## src/rtl/shift_arbiter_pkg.sv

```systemverilog
// Shared ALU package for the shift arbiter.
// Holds the shifter data/shift-amount widths and the arbiter FSM state encoding.
package shift_arbiter_pkg;
    localparam int DW = 16;  // data width, tied to the shared shifter
    localparam int SW = 4;   // shift-amount width, log2(DW)

    localparam logic [1:0] ARB_IDLE = 2'd0;
    localparam logic [1:0] ARB_OWN0 = 2'd1;
    localparam logic [1:0] ARB_OWN1 = 2'd2;
endpackage

```

## src/rtl/shift_arbiter_if.sv

```systemverilog
// Client-side bus of the shift arbiter.
//   req0/in0/shamt0/lock0 : client 0 request, operand, shift amount, lock
//   req1/in1/shamt1/lock1 : client 1, same meaning
//   ack0/ack1             : one-cycle completion pulses
//   out                   : registered result, valid while an ack is high
//   busy                  : arbiter currently owned by one client
// master = client side, slave = arbiter side.
interface shift_arbiter_if;
    import shift_arbiter_pkg::*;

    logic          req0;
    logic [DW-1:0] in0;
    logic [SW-1:0] shamt0;
    logic          lock0;
    logic          req1;
    logic [DW-1:0] in1;
    logic [SW-1:0] shamt1;
    logic          lock1;
    logic          ack0;
    logic          ack1;
    logic [DW-1:0] out;
    logic          busy;

    modport master (
        output req0, in0, shamt0, lock0, req1, in1, shamt1, lock1,
        input  ack0, ack1, out, busy
    );

    modport slave (
        input  req0, in0, shamt0, lock0, req1, in1, shamt1, lock1,
        output ack0, ack1, out, busy
    );
endinterface

```

## src/rtl/shift_arbiter_arithshift.sv

```systemverilog
// Combinational arithmetic right shifter (sign-filled).
//   din   : operand
//   shamt : shift amount 0..DW-1
//   dout  : din >>> shamt
module shift_arbiter_arithshift
    import shift_arbiter_pkg::*;
(
    input  logic [DW-1:0] din,
    input  logic [SW-1:0] shamt,
    output logic [DW-1:0] dout
);
    assign dout = $unsigned($signed(din) >>> shamt);
endmodule

```

## src/rtl/shift_arbiter.sv

```systemverilog
// Two-client arbiter in front of one shared arithmetic right shifter.
// Round-robin between clients, with an optional lock that lets the granted
// client keep ownership for a burst. Result is registered and returned with
// a one-cycle ack.
//   clk   : rising-edge clock
//   rst_n : asynchronous active-low reset
//   bus   : client bus (slave modport), see shift_arbiter_if
module shift_arbiter
    import shift_arbiter_pkg::*;
(
    input  logic            clk,
    input  logic            rst_n,
    shift_arbiter_if.slave  bus
);
    logic [1:0]    state, state_nx;
    logic          rr_ptr, rr_nx;
    logic          ack0_q, ack1_q;
    logic [DW-1:0] out_q;
    logic          elig0, elig1;
    logic          gnt0, gnt1;
    logic [DW-1:0] sh_in, sh_res;
    logic [SW-1:0] sh_amt;

    // A client that is being acked this cycle still has req high while it
    // reacts; masking it here keeps the old request from being granted twice.
    assign elig0 = bus.req0 & ~ack0_q;
    assign elig1 = bus.req1 & ~ack1_q;

    always_comb begin
        gnt0     = 1'b0;
        gnt1     = 1'b0;
        state_nx = state;
        rr_nx    = rr_ptr;
        case (state)
            ARB_IDLE: begin
                if (elig0 && elig1) begin
                    gnt0  = ~rr_ptr;
                    gnt1  = rr_ptr;
                    rr_nx = ~rr_ptr;
                end else begin
                    gnt0 = elig0;
                    gnt1 = elig1;
                end
                // only the granted client's lock matters
                if (gnt0 && bus.lock0)
                    state_nx = ARB_OWN0;
                else if (gnt1 && bus.lock1)
                    state_nx = ARB_OWN1;
            end
            ARB_OWN0: begin
                gnt0 = elig0;
                if (!bus.lock0) begin
                    state_nx = ARB_IDLE;
                    rr_nx    = 1'b1;
                end
            end
            ARB_OWN1: begin
                gnt1 = elig1;
                if (!bus.lock1) begin
                    state_nx = ARB_IDLE;
                    rr_nx    = 1'b0;
                end
            end
            default: state_nx = ARB_IDLE;
        endcase
    end

    // Operand mux follows the grant; at most one grant is ever high.
    assign sh_in  = gnt1 ? bus.in1    : bus.in0;
    assign sh_amt = gnt1 ? bus.shamt1 : bus.shamt0;

    shift_arbiter_arithshift u_shift (
        .din   (sh_in),
        .shamt (sh_amt),
        .dout  (sh_res)
    );

    always_ff @(posedge clk or negedge rst_n) begin
        if (!rst_n) begin
            state  <= ARB_IDLE;
            rr_ptr <= 1'b0;
            ack0_q <= 1'b0;
            ack1_q <= 1'b0;
            out_q  <= '0;
        end else begin
            state  <= state_nx;
            rr_ptr <= rr_nx;
            ack0_q <= gnt0;
            ack1_q <= gnt1;
            if (gnt0 || gnt1)
                out_q <= sh_res;
        end
    end

    assign bus.ack0 = ack0_q;
    assign bus.ack1 = ack1_q;
    assign bus.out  = out_q;
    assign bus.busy = (state != ARB_IDLE);
endmodule

```

## src/flat_wrapper.sv

```systemverilog
// flat-port wrapper written by rule: the top's interface ports become plain ports
module shift_arbiter_flat import shift_arbiter_pkg::*;
  (clk, rst_n, bus_req0, bus_in0, bus_shamt0, bus_lock0, bus_req1, bus_in1, bus_shamt1, bus_lock1, bus_ack0, bus_ack1, bus_out, bus_busy);
  shift_arbiter_if bus_i ();
  input  logic clk;
  input  logic rst_n;
  input wire logic [$bits(bus_i.req0)-1:0] bus_req0;
  input wire logic [$bits(bus_i.in0)-1:0] bus_in0;
  input wire logic [$bits(bus_i.shamt0)-1:0] bus_shamt0;
  input wire logic [$bits(bus_i.lock0)-1:0] bus_lock0;
  input wire logic [$bits(bus_i.req1)-1:0] bus_req1;
  input wire logic [$bits(bus_i.in1)-1:0] bus_in1;
  input wire logic [$bits(bus_i.shamt1)-1:0] bus_shamt1;
  input wire logic [$bits(bus_i.lock1)-1:0] bus_lock1;
  output wire logic [$bits(bus_i.ack0)-1:0] bus_ack0;
  output wire logic [$bits(bus_i.ack1)-1:0] bus_ack1;
  output wire logic [$bits(bus_i.out)-1:0] bus_out;
  output wire logic [$bits(bus_i.busy)-1:0] bus_busy;
  assign bus_i.req0 = bus_req0;
  assign bus_i.in0 = bus_in0;
  assign bus_i.shamt0 = bus_shamt0;
  assign bus_i.lock0 = bus_lock0;
  assign bus_i.req1 = bus_req1;
  assign bus_i.in1 = bus_in1;
  assign bus_i.shamt1 = bus_shamt1;
  assign bus_i.lock1 = bus_lock1;
  assign bus_ack0 = bus_i.ack0;
  assign bus_ack1 = bus_i.ack1;
  assign bus_out = bus_i.out;
  assign bus_busy = bus_i.busy;
  shift_arbiter u_core (.clk(clk), .rst_n(rst_n), .bus(bus_i));
endmodule
```

## config.mk

```make
export PLATFORM = sky130hd
export DESIGN_NAME = shift_arbiter_flat
export DESIGN_NICKNAME = d
export VERILOG_FILES = /design/src/rtl/shift_arbiter_pkg.sv /design/src/rtl/shift_arbiter_if.sv /design/src/rtl/shift_arbiter_arithshift.sv /design/src/rtl/shift_arbiter.sv /design/src/flat_wrapper.sv
export SDC_FILE = /design/constraint.sdc
export NUM_CORES = 1
export LEC_CHECK = 0
export CORE_AREA = 3 3 69 71
export CTS_BUF_LIST = sky130_fd_sc_hd__clkbuf_8 sky130_fd_sc_hd__clkbuf_16
export DETAILED_ROUTE_END_ITERATION = 8
export DIE_AREA = 0 0 72 74
export PLACE_DENSITY = 0.93
export SYNTH_ARGS = -nofsm -noshare
export SYNTH_HDL_FRONTEND = slang
export SYNTH_HIERARCHICAL = 1
export SYNTH_SLANG_ARGS = --single-unit
export TNS_END_PERCENT = 5
```

## constraint.sdc

```tcl
create_clock -name clk -period 7.6 [get_ports clk]
set_clock_uncertainty 0.2 [all_clocks]
set_input_delay 1.52 -clock clk [delete_from_list [all_inputs] [get_ports clk]]
set_output_delay 1.52 -clock clk [all_outputs]
set_load 0.05 [all_outputs]
```

# ---- After elaboration in Yosys (flattened, before gate mapping)
# Cells that the tools add are included.
dict set report classes {
  n_mux 17
  reduce_logical 9
  n_bitwise 5
  n_eq_ne 6
  shifts 1
}
# op n
set ops {}
lappend ops {{$mux 16} 1}
lappend ops {{$sshr 16x4->16} 1}
lappend ops {{$mux 2} 4}
lappend ops {{$mux 1} 7}
lappend ops {{$pmux 2 s3} 1}
lappend ops {{$mux 4} 1}
lappend ops {{$ne 2x2->1 const B} 2}
lappend ops {{$pmux 1 s2} 2}
lappend ops {{$reduce_and 4->1} 1}
lappend ops {{$logic_and 1x1->1} 3}
lappend ops {{$ne 3x1->1 const B} 1}
lappend ops {{$not 1->1} 3}
lappend ops {{$pmux 1 s3} 1}
lappend ops {{$reduce_and 3->1} 1}
lappend ops {{$reduce_bool 3->1} 1}
lappend ops {{$and 1x1->1} 2}
lappend ops {{$eq 2x1->1 const B} 1}
lappend ops {{$eq 2x2->1 const B} 1}
lappend ops {{$logic_not 2->1} 1}
lappend ops {{$ne 2x1->1 const B} 1}
lappend ops {{$reduce_bool 2->1} 1}
lappend ops {{$logic_or 1x1->1} 1}
dict set report word_totals {
  output_inout_bits 19
  regBits 21
  inputBits 46
  word_cells 43
}

# ---- Longest topological paths before layout
# Gate-level depths: netlist of the first run.
dict set report logic_depth {
  depth_word 9
  mapped_depth 14
  ltp_nobuf 10
}

# ---- Cells and area by module
# The synthesis of the first run kept the hierarchy.
# module cells_per_inst seq_area_each_um2 n_inst area_each_um2
set modules_own_cells {}
lappend modules_own_cells {shift_arbiter 93 525.5 1 1277.5}
lappend modules_own_cells {shift_arbiter_arithshift 108 0.0 1 905.9}

# ---- Least setup slack after synthesis of the first run
# OpenSTA, ideal clock, no wires.
dict set report synth_path {
  path_type {input-to-reg}
  start {input bus_req1}
  end {register u_core.out_q[1] (netlist: u_core/bus.out[1])}
  cell_stages 11
  required_time_ns 7.275
  setup_slack_ns 3.511
  setup_time_ns 0.125
  arrival_ns 3.764
  path_buffers 3
  path_cell_list {nor2b_4 o311a_4 buf_2 mux2_2 buf_6 buf_12 mux2_4 a22oi_2 o21ai_1 a21o_1 mux2_4}
}
dict set report synth_between {
  elab_chain_len 7
  word_cells_on_any_way 12
  classes_between {shift: 1; mux: 8; bitwise: 1; reduce/logical: 2}
}
# item line_no
set synth_lines {}
lappend synth_lines {{start, declared} flat_wrapper.sv:11} ;# input wire logic [$bits(bus_i.req1)-1:0] bus_req1;
lappend synth_lines {{$and 1x1->1 (*)} shift_arbiter.sv:27} ;# assign elig1 = bus.req1 & ~ack1_q;
lappend synth_lines {{$logic_and 1x1->1} shift_arbiter.sv:36} ;# if (elig0 && elig1) begin
lappend synth_lines {{$mux 1} shift_arbiter.sv:36}
lappend synth_lines {{$mux 1} shift_arbiter.sv:34} ;# case (state)
lappend synth_lines {{$pmux 1 s2 (*)} shift_arbiter.sv:34}
lappend synth_lines {{net u_core.gnt1} shift_arbiter.sv:20} ;# logic gnt0, gnt1;
lappend synth_lines {{$mux 4 (*)} shift_arbiter.sv:70} ;# assign sh_amt = gnt1 ? bus.shamt1 : bus.shamt0;
lappend synth_lines {{net u_core.sh_amt[1]} shift_arbiter.sv:22} ;# logic [SW-1:0] sh_amt;
lappend synth_lines {{$sshr 16x4->16 (*)} shift_arbiter_arithshift.sv:12} ;# assign dout = $unsigned($signed(din) >>> shamt);
lappend synth_lines {{net u_core.sh_res[1]} shift_arbiter.sv:21} ;# logic [DW-1:0] sh_in, sh_res;
lappend synth_lines {{end signal, assigned} shift_arbiter.sv:91} ;# out_q <= sh_res;
lappend synth_lines {{end, declared} shift_arbiter.sv:18} ;# logic [DW-1:0] out_q;
# Mark *: on every way through the listed nets, which the timed path passes. The rest lies on a longest branch. The select of a mux whose other input is x is not followed.
# A chain may end at the register's enable or synchronous reset.

# ---- Worst setup path in the final report of the first run
dict set report layout_path {
  start {input bus_req0}
  end {register u_core.out_q[2] (netlist: u_core/bus.out[2])}
}
dict set report layout_between {
  elab_chain_len 7
  word_cells_on_any_way 12
  classes_between {shift: 1; mux: 8; bitwise: 1; reduce/logical: 2}
}
# item line_no
set layout_lines {}
lappend layout_lines {{start, declared} flat_wrapper.sv:7} ;# input wire logic [$bits(bus_i.req0)-1:0] bus_req0;
lappend layout_lines {{$and 1x1->1} shift_arbiter.sv:26} ;# assign elig0 = bus.req0 & ~ack0_q;
lappend layout_lines {{$logic_and 1x1->1} shift_arbiter.sv:36}
lappend layout_lines {{$mux 1} shift_arbiter.sv:36}
lappend layout_lines {{$mux 1} shift_arbiter.sv:34}
lappend layout_lines {{$pmux 1 s2} shift_arbiter.sv:34}
lappend layout_lines {{$mux 4} shift_arbiter.sv:70}
lappend layout_lines {{net u_core.sh_amt[1]} shift_arbiter.sv:22}
lappend layout_lines {{$sshr 16x4->16} shift_arbiter_arithshift.sv:12}
lappend layout_lines {{net u_core.sh_res[2]} shift_arbiter.sv:21}
# The timed path passes the listed nets, and every way through them passes these cells. The select of a mux whose other input is x is not followed.

==> results of run 1 <==
-- flip-flops by register name, summed over array words and instances, names as in the netlist --
register,flops
u_core/rr_ptr,1
u_core/bus.ack0,1
u_core/bus.out,16
u_core/state,2
u_core/bus.ack1,1
-- routing by layer --
layer,part of all wire (%),vias to the layer above,GRT usage (%)
li1,-,857,-
met1,39,883,25.32
met2,52,86,38.57
met3,5.8,16,2.027
met4,2.7,0,7.516
met5,0,-,0
-- metrics by stage --
stage          hold slack (ns)  setup slack (ns)  cell area, sq um
3_5_place_dp            0.2942             2.644              2743
4_1_cts                 0.3130             2.934              2789
5_1_grt                 0.3342             2.806              2789
6_report                0.3062             2.925              2789
2_1_floorplan           0.3546             3.511              2183
3_3_place_gp            0.2935             2.718              2743
-- synthesized netlist by cell type, types with 2 or more instances --
| cell type | count | share of area [%] |
|---|---|---|
| mux2_2 | 35 | 18 |
| dfrtp_1 | 21 | 24 |
| mux2i_1 | 14 | 6.4 |
| nand2_1 | 13 | 2.2 |
| mux2_4 | 11 | 7.6 |
| o21ai_0 | 10 | 2.3 |
| inv_1 | 9 | 1.5 |
| buf_4 | 8 | 2.8 |
| mux4_2 | 7 | 7.2 |
| a21oi_1 | 5 | 1.1 |
| nor2_1 | 5 | 0.86 |
| a221oi_1 | 4 | 1.6 |
| buf_2 | 4 | 0.92 |
| ha_1 | 4 | 2.3 |
| nand2b_1 | 4 | 1.1 |
| nor2b_1 | 3 | 0.86 |
| nor3_1 | 3 | 0.69 |
| o22ai_1 | 3 | 0.86 |
| a211oi_1 | 2 | 0.69 |
| a22oi_1 | 2 | 0.69 |
| a31oi_1 | 2 | 0.57 |
| buf_12 | 2 | 1.8 |
| buf_6 | 2 | 1.0 |
| nand3b_1 | 2 | 0.69 |
| o211ai_1 | 2 | 0.69 |
| o221ai_1 | 2 | 0.80 |
| or2_2 | 2 | 0.57 |
-- final cells by class --
class | count | area (sq um) | share of cell area (%)
sequential | 21 | 525.5 | 18.84
multi-input combinational | 154 | 1478 | 52.98
tap | 52 | 65.06 | 2.333
inverter | 9 | 33.78 | 1.211
clock inverter | 1 | 5.005 | 0.1795
timing repair buffer | 64 | 640.6 | 22.97
clock buffer | 3 | 41.29 | 1.480
-- report_power, final --
part           switching [mW]  internal (mW)
sequential             0.0385          0.171
clock                  0.0391         0.0366
combinational           0.527          0.438
total                   0.605          0.646
-- path summary, 6_finish.rpt --
path	cells after the start	endpoint	from	slack, ns
max	9	u_core/bus.out[2]$_DFFE_PN0P_	bus_req0	2.92
min reg2reg	1	u_core/bus.out[10]$_DFFE_PN0P_	u_core/bus.out[10]$_DFFE_PN0P_	0.31
min	1	u_core/bus.out[10]$_DFFE_PN0P_	u_core/bus.out[10]$_DFFE_PN0P_	0.31
max in group asynchronous	1	u_core/bus.out[12]$_DFFE_PN0P_	rst_n	5.05
min in group asynchronous	1	u_core/bus.out[0]$_DFFE_PN0P_	rst_n	1.58
max reg2reg	10	u_core/bus.out[2]$_DFFE_PN0P_	u_core/state[0]$_DFFE_PN0P_	3.93
-- critical path: stages --
cell and delay (ns):
clkdlybuf4s50_1 0.53, nand2b_4 0.09, o311a_4 0.45, mux2_2 0.75, mux4_2 0.57, nor2b_1 0.15, a211oi_2 0.21, a221oi_1 0.07
mux2_4 0.28
-- logic make-up after synthesis --
logic type	after synthesis
simple gates	38
flops	21
buf+inv	26
fa+ha+maj	4
mux	67
compound gates	45
==> flow_summary_export.csv, run 1 <==
group,metric,value,unit
status,outcome,"complete, no violations",
power,p_total,1.251,mW
clock_tree,clock_latency,0.26,ns
global_route,grt_max_degree,33,
floorplan,die_h,74,microns
setup_path,cp.arrival,4.63,ns
logic_synthesis,synth_edf_count,0,
sta,slew_viol_final,0,
clock_tree,tritoncts,"built",
setup_path,path_class,"input pin to register",
floorplan,io_pins,65,
logic_synthesis,syn_avg_cell_area,10.86,sq um
logic_synthesis,synth_xor_area_share,0,%
logic_synthesis,synthFlopType,"dfrtp_1",
setup_path,worstPathRequired,7.56,ns
final_layout,mostFrequentLayoutCell,"clkdlybuf4s50_1",
global_route,grt_pass1_vias,1837,
detailed_routing,drc,0,
logic_synthesis,synth.area.mux_share,39.26,%
logic_synthesis,ys_async_sr_fraction,100.0,%
clock_tree,postCtsSetupBuffers,0,
clock_tree,cts.clk_slew.worst_paths,0.08,ns
run,max_cap_violations,0,
global_route,grt_overflow_total,0,
sta,min_period,4.675,ns
placed_design,hpwl,4178,microns
floorplan,die_x,72,microns
sta,relSlewSlack,36.88,%
logic_synthesis,synth_adder_area_share,2.292,%
sta,rsz0062_at_grt,"false",
power,power_density,448.6,mW/mm^2
final_layout,postLayoutCoreUtil,64.95,%
logic_synthesis,ys_warn_count,6,
logic_synthesis,synth_cells,201,
final_layout,nNetsFinal,303,
power,p_leak,1.128,nW
placed_design,place_congestion,0.9699,
clock_tree,h-tree-depth,1,
detailed_routing,wl,5425,microns
logic_synthesis,yosys.area_share.simple,10.14,%
clock_tree,cts_resized,0,
logic_synthesis,syn-num-nets,251,
global_route,grt_pass1_wl,8776,microns
sta,setup_viol,0,
floorplan,placeableCoreArea,0.004294,sq mm
global_route,antenna_found_initial,0,
final_layout,mostFrequentLayoutCells,"clkdlybuf4s50_1, mux2_2, dfrtp_1",
final_layout,fill_cells,346,
clock_tree,cts_root_buf,"clkbuf_8",
clock_tree,numCtsBuffers,3,
final_layout,diodes,0,
setup_path,critPathMaxFanout,32,
logic_synthesis,netlist_area,0.002183,sq mm
logic_synthesis,synth_compound_area_share,15.99,%
detailed_routing,drt_iter0_markers,104,
sta,tns,0,ns
final_layout,area_delta_synth_final,27.74,%
clock_tree,clkSinkCount,21,
global_route,grt_usage,20.87,%
detailed_routing,wl_per_cell,17.85,microns
floorplan,start_util,50.84,%
placed_design,dp_cells,300,
floorplan,rows,24,
logic_synthesis,yosys_register_bits,21,
detailed_routing,final_antenna_net_count,0,
sta,period_share,61.52,%
clock_tree,hold_buffers,0,
logic_synthesis,yosysSeqAreaShare,24.07,%
setup_path,crit_path_end_kind,"register",
power,ir_drop,0.2555,mV
sta,hold_viol_final,0,
logic_synthesis,yosysUniqueCellTypes,47,
sta,worstMarginPinSlew,0.9439,ns
setup_path,startpoint_type,"input pin",
detailed_routing,via_count,1842,
hold_path,worstHoldPathType,"register to register",
sta,max_freq,0.2139,GHz
final_layout,drive_gt1_share,26.19,%
clock_tree,clockBufferDepth,2,
logic_synthesis,synth_top_family_by_area,"multiplexers",
floorplan,die_area,0.005328,sq mm
final_layout,final_cell_count_no_fill,304,
detailed_routing,viasPerCell,6.059,
placed_design,port_buffers,64,
detailed_routing,dr.pass1.iters,4,
No activity file was read; power rests on OpenSTA's default activity.
==> run 2: changes to the inputs <==
Settings changed: CORE_AREA 3 3 69 71 to 3 3 72 74, DIE_AREA 0 0 72 74 to 0 0 75 77, PLACE_DENSITY 0.93 to 0.87.
Clock period 7.6 ns to 4.5 ns, I/O delays scaled along.
==> flow_summary_export.csv, run 2 (synthesis results as in run 1) <==
group,metric,value,unit
clock_tree,cts_root_buf,"clkbuf_8",
final_layout,postLayoutCoreUtil,60.38,%
clock_tree,cts.clk_slew.worst_paths,0.08,ns
final_layout,diodes,0,
global_route,grt_max_degree,26,
setup_path,crit_path_end_kind,"register",
sta,hold_ws,0.3126,ns
sta,slew_viol_final,0,
global_route,grt_pass1_wl,9142,microns
setup_path,startpoint_type,"input pin",
global_route,antenna_found_initial,0,
detailed_routing,wl,5720,microns
detailed_routing,drt_iter0_markers,104,
sta,hold_viol_final,0,
detailed_routing,dr.pass1.iters,4,
floorplan,die_x,75,microns
setup_path,path_class,"input pin to register",
final_layout,mostFrequentLayoutCells,"clkdlybuf4s50_1, mux2_2, dfrtp_1",
floorplan,io_pins,65,
setup_path,r2r-start,"u_core/state[0]$_DFFE_PN0P_",
final_layout,largest_register_ffs,16,
final_layout,multiInputGateArea,0.001478,sq mm
global_route,grt_pass1_vias,1918,
global_route,top_usage_layer,"met2",
global_route,use_met1,26.74,%
setup_path,critPathMaxFanout,25,
clock_tree,clkSinkCount,21,
clock_tree,clock_latency,0.27,ns
detailed_routing,wl_per_cell,18.51,microns
final_layout,seqCellArea,525.5,sq um
hold_path,hold_path_end,"u_core/bus.out[10]$_DFFE_PN0P_",
global_route,grt_usage,20.13,%
hold_path,min-delay-start,"u_core/bus.out[10]$_DFFE_PN0P_",
sta,rsz0062_at_grt,"false",
sta,max_freq,0.2624,GHz
clock_tree,h-tree-depth,1,
hold_path,worstHoldPathType,"register to register",
clock_tree,postCtsSetupBuffers,0,
clock_tree,numCtsBuffers,3,
clock_tree,tritoncts,"built",
placed_design,placed_cell_area,0.002768,sq mm
sta,tns,0,ns
setup_path,worstPathRequired,4.46,ns
setup_path,crit_slowest_cell,"mux2_2",
placed_design,port_buffers,64,
run,max_cap_violations,0,
clock_tree,hold_buffers,0,
placed_design,pre_cts_ws,0.4093,ns
setup_path,worstSetupStartpoint,"bus_req0",
final_layout,nNetsFinal,306,
floorplan,rows,25,
setup_path,worstPathCellList,"clkdlybuf4s50_1 -> nand2b_4 -> o311a_4 -> buf_4 -> mux2_2 -> mux4_2 -> a22oi_1 -> nand2_1 -> mux2_4",
detailed_routing,viasPerCell,6.123,
power,p_leak,1.142,nW
floorplan,placeableCoreArea,0.004661,sq mm
global_route,met3_usage,2.359,%
final_layout,drive_gt1_share,27.06,%
status,outcome,"complete, no violations",
detailed_routing,final_antenna_net_count,0,
clock_tree,cts_resized,0,
sta,min_period,3.811,ns
floorplan,die_h,77,microns
hold_path,hold_depth,1,
power,ir_drop,0.4002,mV
sta,period_share,84.69,%
setup_path,cp.arrival,3.77,ns
floorplan,die_area,0.005775,sq mm
floorplan,start_util,46.85,%
sta,worst_slack,0.6891,ns
final_layout,fill_cells,400,
global_route,gr-usage-met2,32.58,%
final_layout,final_area,0.002814,sq mm
sta,worstMarginPinSlew,0.9543,ns
detailed_routing,via_count,1892,
power,power_density,759.1,mW/mm^2
detailed_routing,drc,0,
clock_tree,clockBufferDepth,2,
setup_path,reg2reg_slack,1.04,ns
sta,setup_viol,0,
setup_path,r2r_end,"u_core/bus.out[0]$_DFFE_PN0P_",
setup_path,cpPeakStageDelay,0.60,ns
final_layout,area_delta_synth_final,28.88,%
placed_design,hpwl,4451,microns
final_layout,mostFrequentLayoutCell,"clkdlybuf4s50_1",
sta,relSlewSlack,36.18,%
placed_design,place_congestion,0.8842,
global_route,grt_overflow_total,0,
setup_path,ff2ff_path_depth,10,
-- run 2: worst max-delay path by stage --
stage	endpoint	slack, ns	cells after the start
finish	u_core/bus.out[0]$_DFFE_PN0P_	0.69	9
CTS	u_core/bus.out[0]$_DFFE_PN0P_	0.70	9
floorplan	u_core/bus.out[1]$_DFFE_PN0P_	1.03	11
global route	u_core/bus.out[6]$_DFFE_PN0P_	0.62	9
global placement	u_core/bus.out[0]$_DFFE_PN0P_	0.50	9
detailed placement	u_core/bus.out[0]$_DFFE_PN0P_	0.41	9
-- run 2: cell type report --
cell class | count | share of cell area, %
Sequential cell | 21 | 18.67
Tap cell | 54 | 2.401
Inverter | 9 | 1.201
Clock inverter | 1 | 0.1779
Clock buffer | 3 | 1.467
Timing Repair Buffer | 67 | 23.57
Multi-Input combinational cell | 154 | 52.51
-- run 2: through the flow --
stage | cells | total power [mW]
2_1_floorplan | 201 | 1.674
3_3_place_gp | 305 | 1.963
3_5_place_dp | 305 | 2.001
4_1_cts | 309 | 2.142
5_1_grt | 309 | 2.262
6_report | 309 | 2.136
-- run 2: power by group --
group	total, mW	leakage, nW	switching (mW)	internal, mW
clock	0.128	0.0255	0.0660	0.0619
combinational	1.65	0.866	0.902	0.751
sequential	0.355	0.251	0.0659	0.289
total	2.14	1.14	1.03	1.10
-- run 2: critical path, delay by kind of cell --
| kind | cells | cell delay, ns |
|---|---|---|
| AOI/OAI and AO/OA | 2 | 0.49 |
| buffers and inverters | 2 | 0.76 |
| muxes | 3 | 1.44 |
| and+or+nand+nor | 2 | 0.16 |
-- run 2: routing by layer --
| layer | wire (microns) | share of wire, % |
|---|---|---|
| met1 | 2248 | 39 |
| met2 | 2930 | 51 |
| met3 | 361 | 6.3 |
| met4 | 180 | 3.1 |
| met5 | 0 | 0 |
